===== src/rtl/fetch_stage.sv =====
// -----------------------------------------------------------------------------
// fetch_stage: instruction-fetch stage of a 5-stage RISC-V pipeline.
//   Holds the PC, selects the next PC, drives the instruction-memory address
//   and owns the IF/ID pipeline register. It also counts cycles spent in a
//   load-use stall.
//
// Optional feature (compile-time macro JUMP_IN_FETCH_EN):
//   When the macro is defined, JAL is resolved in fetch: the PC jumps straight
//   to pc + J-imm and jump_taken_if pulses for that cycle.
//   When it is undefined, JAL follows the pc+4 path and EX redirects it later.
//
// Parameters:
//   RESET_PC   PC value loaded on reset
//   NOP_INSTR  bubble instruction placed in IF/ID on flush/reset
//   CNT_W      width of the stall-cycle counter
//
// Ports:
//   clk, arst_n      clock (rising edge); asynchronous active-low reset
//   pc_write         1 = PC may advance, 0 = hold PC
//   if_id_write      1 = IF/ID may load, 0 = hold IF/ID
//   redirect_valid   taken branch/jump resolved in EX this cycle
//   redirect_target  PC to redirect to (low two bits are ignored)
//   imem_addr        instruction memory address (combinational, equal to PC)
//   imem_rdata       instruction word, read combinationally from imem_addr
//   if_id_pc         PC of the instruction held in IF/ID
//   if_id_instr      instruction held in IF/ID
//   if_id_valid      1 = IF/ID holds a real instruction, 0 = bubble
//   jump_taken_if    JAL redirected in fetch this cycle (combinational)
//   stall_cnt        saturating count of cycles with pc_write=0
// -----------------------------------------------------------------------------
module fetch_stage #(
    parameter logic [31:0] RESET_PC  = 32'h0000_0000,
    parameter logic [31:0] NOP_INSTR = 32'h0000_0013,
    parameter int unsigned CNT_W     = 16
) (
    input  logic             clk,
    input  logic             arst_n,
    input  logic             pc_write,
    input  logic             if_id_write,
    input  logic             redirect_valid,
    input  logic [31:0]      redirect_target,
    output logic [31:0]      imem_addr,
    input  logic [31:0]      imem_rdata,
    output logic [31:0]      if_id_pc,
    output logic [31:0]      if_id_instr,
    output logic             if_id_valid,
    output logic             jump_taken_if,
    output logic [CNT_W-1:0] stall_cnt
);

    localparam int unsigned XLEN       = 32;
    localparam logic [6:0]  OPCODE_JAL = 7'b1101111;

    logic [XLEN-1:0]  pc_q, pc_d;
    logic [XLEN-1:0]  if_id_pc_q, if_id_pc_d;
    logic [XLEN-1:0]  if_id_instr_q, if_id_instr_d;
    logic             if_id_valid_q, if_id_valid_d;
    logic [CNT_W-1:0] stall_cnt_q, stall_cnt_d;

    logic             jump_c;
    logic [XLEN-1:0]  jal_imm_c;

    // JAL detection in fetch. It is only taken when the PC is free to move and
    // EX is not redirecting.
`ifdef JUMP_IN_FETCH_EN
    always_comb begin
        jal_imm_c = {{11{imem_rdata[31]}}, imem_rdata[31], imem_rdata[19:12],
                     imem_rdata[20], imem_rdata[30:21], 1'b0};
        jump_c    = pc_write && !redirect_valid && (imem_rdata[6:0] == OPCODE_JAL);
    end
`else
    always_comb begin
        jal_imm_c = '0;
        jump_c    = 1'b0;
    end
`endif

    // Next PC: redirect > hold > JAL-in-fetch > sequential.
    always_comb begin
        pc_d = pc_q;
        if (redirect_valid) begin
            pc_d = {redirect_target[XLEN-1:2], 2'b00};
        end else if (!pc_write) begin
            pc_d = pc_q;
        end else if (jump_c) begin
            pc_d = pc_q + jal_imm_c;
        end else begin
            pc_d = pc_q + XLEN'(4);
        end
    end

    // IF/ID: a flush beats the hold, because the held instruction is on the wrong path.
    always_comb begin
        if_id_pc_d    = if_id_pc_q;
        if_id_instr_d = if_id_instr_q;
        if_id_valid_d = if_id_valid_q;
        if (redirect_valid) begin
            if_id_pc_d    = pc_q;
            if_id_instr_d = NOP_INSTR;
            if_id_valid_d = 1'b0;
        end else if (if_id_write) begin
            if_id_pc_d    = pc_q;
            if_id_instr_d = imem_rdata;
            if_id_valid_d = 1'b1;
        end
    end

    // Saturating stall counter. It counts every pc_write=0 cycle, redirect or not.
    always_comb begin
        stall_cnt_d = stall_cnt_q;
        if (!pc_write && (stall_cnt_q != {CNT_W{1'b1}})) begin
            stall_cnt_d = stall_cnt_q + CNT_W'(1);
        end
    end

    // State registers.
    always_ff @(posedge clk or negedge arst_n) begin
        if (!arst_n) begin
            pc_q          <= RESET_PC;
            if_id_pc_q    <= '0;
            if_id_instr_q <= NOP_INSTR;
            if_id_valid_q <= 1'b0;
            stall_cnt_q   <= '0;
        end else begin
            pc_q          <= pc_d;
            if_id_pc_q    <= if_id_pc_d;
            if_id_instr_q <= if_id_instr_d;
            if_id_valid_q <= if_id_valid_d;
            stall_cnt_q   <= stall_cnt_d;
        end
    end

    assign imem_addr     = pc_q;
    assign if_id_pc      = if_id_pc_q;
    assign if_id_instr   = if_id_instr_q;
    assign if_id_valid   = if_id_valid_q;
    assign stall_cnt     = stall_cnt_q;
    assign jump_taken_if = jump_c;

endmodule

===== config.mk =====
export PLATFORM = sky130hd
export DESIGN_NAME = fetch_stage
export DESIGN_NICKNAME = d
export VERILOG_FILES = /design/src/rtl/fetch_stage.sv
export SDC_FILE = /design/constraint.sdc
export NUM_CORES = 1
export LEC_CHECK = 0
export ABC_AREA = 1
export BUFFER_PORTS_ARGS = -buffer_cell sky130_fd_sc_hd__buf_2
export CAP_MARGIN = 10
export CORE_UTILIZATION = 30
export DETAILED_ROUTE_END_ITERATION = 8
export PLACE_DENSITY = 0.49
export REMOVE_ABC_BUFFERS = 1
export SYNTH_ARGS = -nofsm -noshare
export SYNTH_HDL_FRONTEND = slang
export SYNTH_SLANG_ARGS = --single-unit

===== constraint.sdc =====
create_clock -name clk -period 1.55 [get_ports clk]
set_input_delay 0.31 -clock clk [delete_from_list [all_inputs] [get_ports clk]]
set_output_delay 0.31 -clock clk [all_outputs]
set_load 0.02 [all_outputs]

# ---- After elaboration in Yosys (flattened, before gate mapping)
# Index checks and enable logic that the tools add are counted.
dict set report totals {
  ff_bits 113
  input_bits 69
  output_inout_bits 114
  wordCells 20
}
dict set report classes {
  addsub 2
  n_eq_ne 1
  n_mux 8
  n_reduce_logical 4
}
# cell n
set op_table {}
lappend op_table {{32-bit two-way mux} 6}
lappend op_table {{32-bit by 3-bit adder with 32-bit output, second input constant} 1}
lappend op_table {{16-bit by 1-bit adder with 16-bit output, second input constant} 1}
lappend op_table {{16-bit inequality test, second input constant} 1}
lappend op_table {{2-bit nonzero test} 2}
lappend op_table {{1-bit two-way mux} 2}
lappend op_table {{1-bit logical AND} 1}
lappend op_table {{1-bit logical NOT} 1}

# ---- Longest topological paths before layout
dict set report logic_depth {
  depth_word 3
  mapped_depth 9
}

# ---- Least setup slack after synthesis
# OpenSTA, ideal clock, no wires.
dict set report synth_path {
  path_type {flip-flop to flip-flop}
  from {reg stall_cnt_q[0], in the netlist stall_cnt[0]}
  to {reg stall_cnt_q[12], in the netlist stall_cnt[12]}
  setup_ps 118
  arrival_time_ps 1444
  slack_ps -12
  path_stages_with_launch 9
  n_path_buf 0
  synth_period_minus_slack_ps 1562
  path_cell_list {dfrtp_1 -> ha_1 -> nand3_2 -> nor2_2 -> nand2_1 -> nor2_1 -> nand3_1 -> nand2_1 -> nand2_1}
}
dict set report synth_via {
  elab_chain_len 2
  elab_cells_between_ends 3
  cone_classes {add/sub (1); eq/ne (1); reduce/logical (1)}
}
# item line_no
set synth_lines {}
lappend synth_lines {{from (decl)} 58} ;# logic [CNT_W-1:0] stall_cnt_q, stall_cnt_d;
lappend synth_lines {{from (signal assigned)} 129} ;# stall_cnt_q <= stall_cnt_d;
lappend synth_lines {{parallel branches: the longest is 2 deep, another holds 16-bit by 1-bit adder with 16-bit output} -}
# Parallel ways; which one is timed is not known.
# A chain may end at the register's enable or synchronous reset.

# ---- Worst setup path in the final report
dict set report layout_path {
  from {reg pc_q[2], in the netlist imem_addr[2]}
  to {reg pc_q[28], in the netlist imem_addr[28]}
}
dict set report layout_via {
  elab_chain_len 3
}
# item line_no
set layout_lines {}
lappend layout_lines {{from (decl)} 54} ;# logic [XLEN-1:0] pc_q, pc_d;
lappend layout_lines {{from (signal assigned)} 125} ;# pc_q <= pc_d;
lappend layout_lines {{32-bit by 3-bit adder with 32-bit output} 88} ;# pc_d = pc_q + XLEN'(4);
lappend layout_lines {{32-bit two-way mux} 83} ;# end else if (!pc_write) begin
lappend layout_lines {{32-bit two-way mux} 81} ;# if (redirect_valid) begin
# No other way between the ends. The select of a mux whose other input is x is not followed.

==> flow_metrics.tcl <==
set metrics [dict create \
    status "finished, final reports clean" \
    cts-root-buf "clkbuf_16" \
    top_usage_layer "met2" \
    cp_data_arrival_time_ns 1.69 \
    clockBufferDepth 2 \
    worstHoldEndpoint "imem_addr[3]" \
    start_kind "register" \
    die_w_um 134.7 \
    coreArea_um2 17240 \
    initial_core_util_pct 30.65 \
    max-vdd-ir-drop_uv 766.1 \
    synth_seq_cells 109 \
    post-route-drc-count 0 \
    hp-start "redirect_target[3]" \
    avgSynthCellArea_um2 8.332 \
    clk_latency_ns 0.35 \
    final_hold_viol_count 0 \
    wl_um 15920 \
    use_met1_pct 24.46 \
    antenna_found_initial 0 \
    p_leak_uw 0.003578 \
    dpl_cell_area_um2 6708 \
    diodes 0 \
    die_h_um 134.7 \
    grt_max_degree 41 \
    routedWlPerCell_um 14.89 \
    syn_to_final_growth_pct 34.41 \
    syn_inst 634 \
    viasPerCell 4.680 \
    r2r_start "imem_addr[2]" \
    endpoint_kind "register" \
    rows 48 \
    design_area_um2 7101 \
    dp.cells 1051 \
    gp_congestion 0.8236 \
    cp_max_fo 7 \
    synth.top_cell.area_share_pct 50.21 \
    post-route-period-util_pct 93.60 \
    syn_area_um2 5283 \
    hold_path.class "in -> reg" \
    crit_type "reg -> reg" \
    setup-violations-final 0 \
    cap_violations 0 \
    h-tree-depth 3 \
    drive_gt1_share_pct 31.40 \
    overflow 0 \
    grt.total_usage_pct 17.84 \
    clock-sinks 109 \
    achievable-frequency_ghz 0.6893 \
    cts_buffers 9 \
    yosysTopAreaCell "dfrtp_1" \
    gr-usage-met3_pct 3.116 \
    finalNetCount 910 \
    detail-route-antenna-nets 0 \
    yosysSeqAreaShare_pct 51.71 \
    hold_depth 3 \
    cts_tree "yes" \
    yosysUniqueCellTypes 31 \
    die_area_um2 18140 \
    grt_pass1_wl_um 25070 \
    fin_skew_ns 0.009745 \
    r2r_setup_slack_ns 0.1 \
    grt_util_met2_pct 27.89 \
    rsz0062_at_grt "true" \
    vias 5003 \
    worstPathRequired_ns 1.79 \
    multi_input_area_um2 2336 \
    reg2reg_depth 8 \
    io_pins 183 \
    nFillCells 1775 \
    yosysWarnings 0 \
    drt_iter0_markers 263 \
    tns_ns 0 \
    fin_crit_ns 1.451 \
    worst_r2r_endpoint "imem_addr[28]" \
    drv_slew 0 \
    instances_no_fill 1069 \
    io_buffers 175 \
    first_pass_iters 7 \
    grt_pass1_vias 4824 \
    pwr_density_cell_nw_per_um2 1063 \
    seq_area_um2 2736 \
    ys_top_cells_by_area "dfrtp_1 50%, nand2_1 15%, nand3_1 4.9%" \
    cts.clk_slew.worst_paths_ns 0.08 \
    hpwlAfterDp_um 11780 \
]
## layer usage
layer | part of all wire [%] | vias to the layer above
met3 | 6.0 | 17
met2 | 46 | 168
li1 | - | 2474
met4 | 1.8 | 0
met1 | 46 | 2344
met5 | 0 | -
## flip-flops by register name (all words and copies together) (netlist names)
signal / flops
imem_addr: 30
stall_cnt: 16
if_id_instr: 32
if_id_valid: 1
if_id_pc: 30
## final cells by class
cell class	instances	area share (%)
Clock buffer	12	3.330
Clock inverter	4	0.7048
Inverter	47	2.485
Multi-Input combinational cell	455	32.90
Sequential cell	109	38.54
Tap cell	225	3.965
Timing Repair Buffer	217	18.08
## power breakdown
part	internal [uW]	switching, uW
sequential	3150	288
combinational	685	1130
clock	1250	1040
## synthesized netlist by cell type
master and count:
a21oi_1 3, a21oi_2 1, a22o_1 29, a22oi_1 18
and2_1 2, buf_1 1, buf_2 13, buf_4 6
buf_6 1, clkbuf_1 6, conb_1 1, dfrtp_1 106
dfstp_2 3, ha_1 2, inv_1 46, inv_2 1
nand2_1 213, nand2_2 3, nand3_1 52, nand3_2 1
nand4_1 4, nor2_1 47, nor2_2 8, nor2_4 3
nor3_2 1, o211ai_1 1, o21ai_0 42, o21ai_1 1
o22a_1 3, xnor2_1 8, xor2_1 8
## stage by stage
stage / worst slack (ns) / hold WS (ns) / total power, uW / utilization, %
after CTS: 0.01645 / 0.1571 / 7622 / 40.64
after floorplan: -1.803 / 0.01441 / 4398 / -
after global placement: 0.03650 / 0.2741 / 5242 / 38.92
after global routing: -0.02137 / 0.1689 / 7966 / 41.19
after detailed placement: 0.03264 / 0.2695 / 5275 / 38.92
final: 0.09923 / 0.1749 / 7548 / 41.19
## layout by cell type (no fill, tap or decap), drive strengths merged
master / synthesis / routed
ha: 2 / 2
nand3: 53 / 53
xor2: 8 / 8
bufinv: 0 / 1
a22oi: 18 / 18
conb: 1 / 5
xnor2: 8 / 8
o211ai: 1 / 1
dfrtp: 106 / 106
dfstp: 3 / 3
nand4: 4 / 4
nor2: 58 / 58
and2: 2 / 2
clkbuf: 6 / 12
buf: 21 / 216
clkinvlp: 0 / 2
inv: 47 / 47
a21oi: 4 / 4
o22a: 3 / 3
nor3: 1 / 1
clkinv: 0 / 1
a22o: 29 / 29
o21ai: 43 / 43
nand2: 216 / 216
dlygate4sd3: 0 / 1
## what timing repair did
action	in CTS	in global routing
hold buffers	1	0
gates resized for setup	0	25
buffers inserted	0	1
endpoints found under the setup margin	0	36
hold endpoints to repair	22	0
## worst max-delay path by stage
stage	start	end	cells after the start
2_1_floorplan	if_id_write	if_id_instr[0]	3
3_3_place_gp	imem_addr[2]	imem_addr[30]	8
3_5_place_dp	stall_cnt[1]	stall_cnt[6]	6
4_1_cts	imem_addr[2]	imem_addr[22]	8
5_1_grt	imem_addr[2]	imem_addr[22]	8
6_report	imem_addr[2]	imem_addr[28]	8
## worst max-delay path: stages, from the launching register on
cell	delay [ns]
dfrtp_1	0.37
ha_2	0.19
nand2_2	0.07
nor2_4	0.16
nand2_4	0.13
nor2_4	0.17
nand3_1	0.10
nand3_1	0.10
nand2_1	0.05
## logic make-up after synthesis
family | count (synthesis) | synth area share [%]
adder cells (fa/ha/maj) | 2 | 0.4736
XOR/XNOR | 16 | 2.653
AND/OR/NAND/NOR | 334 | 26.43
flip-flops | 109 | 51.71
other | 1 | 0.07099
AO/OA/AOI/OAI | 98 | 12.53
buffers and inverters | 74 | 6.134
Power figures use the tool's default switching activity.
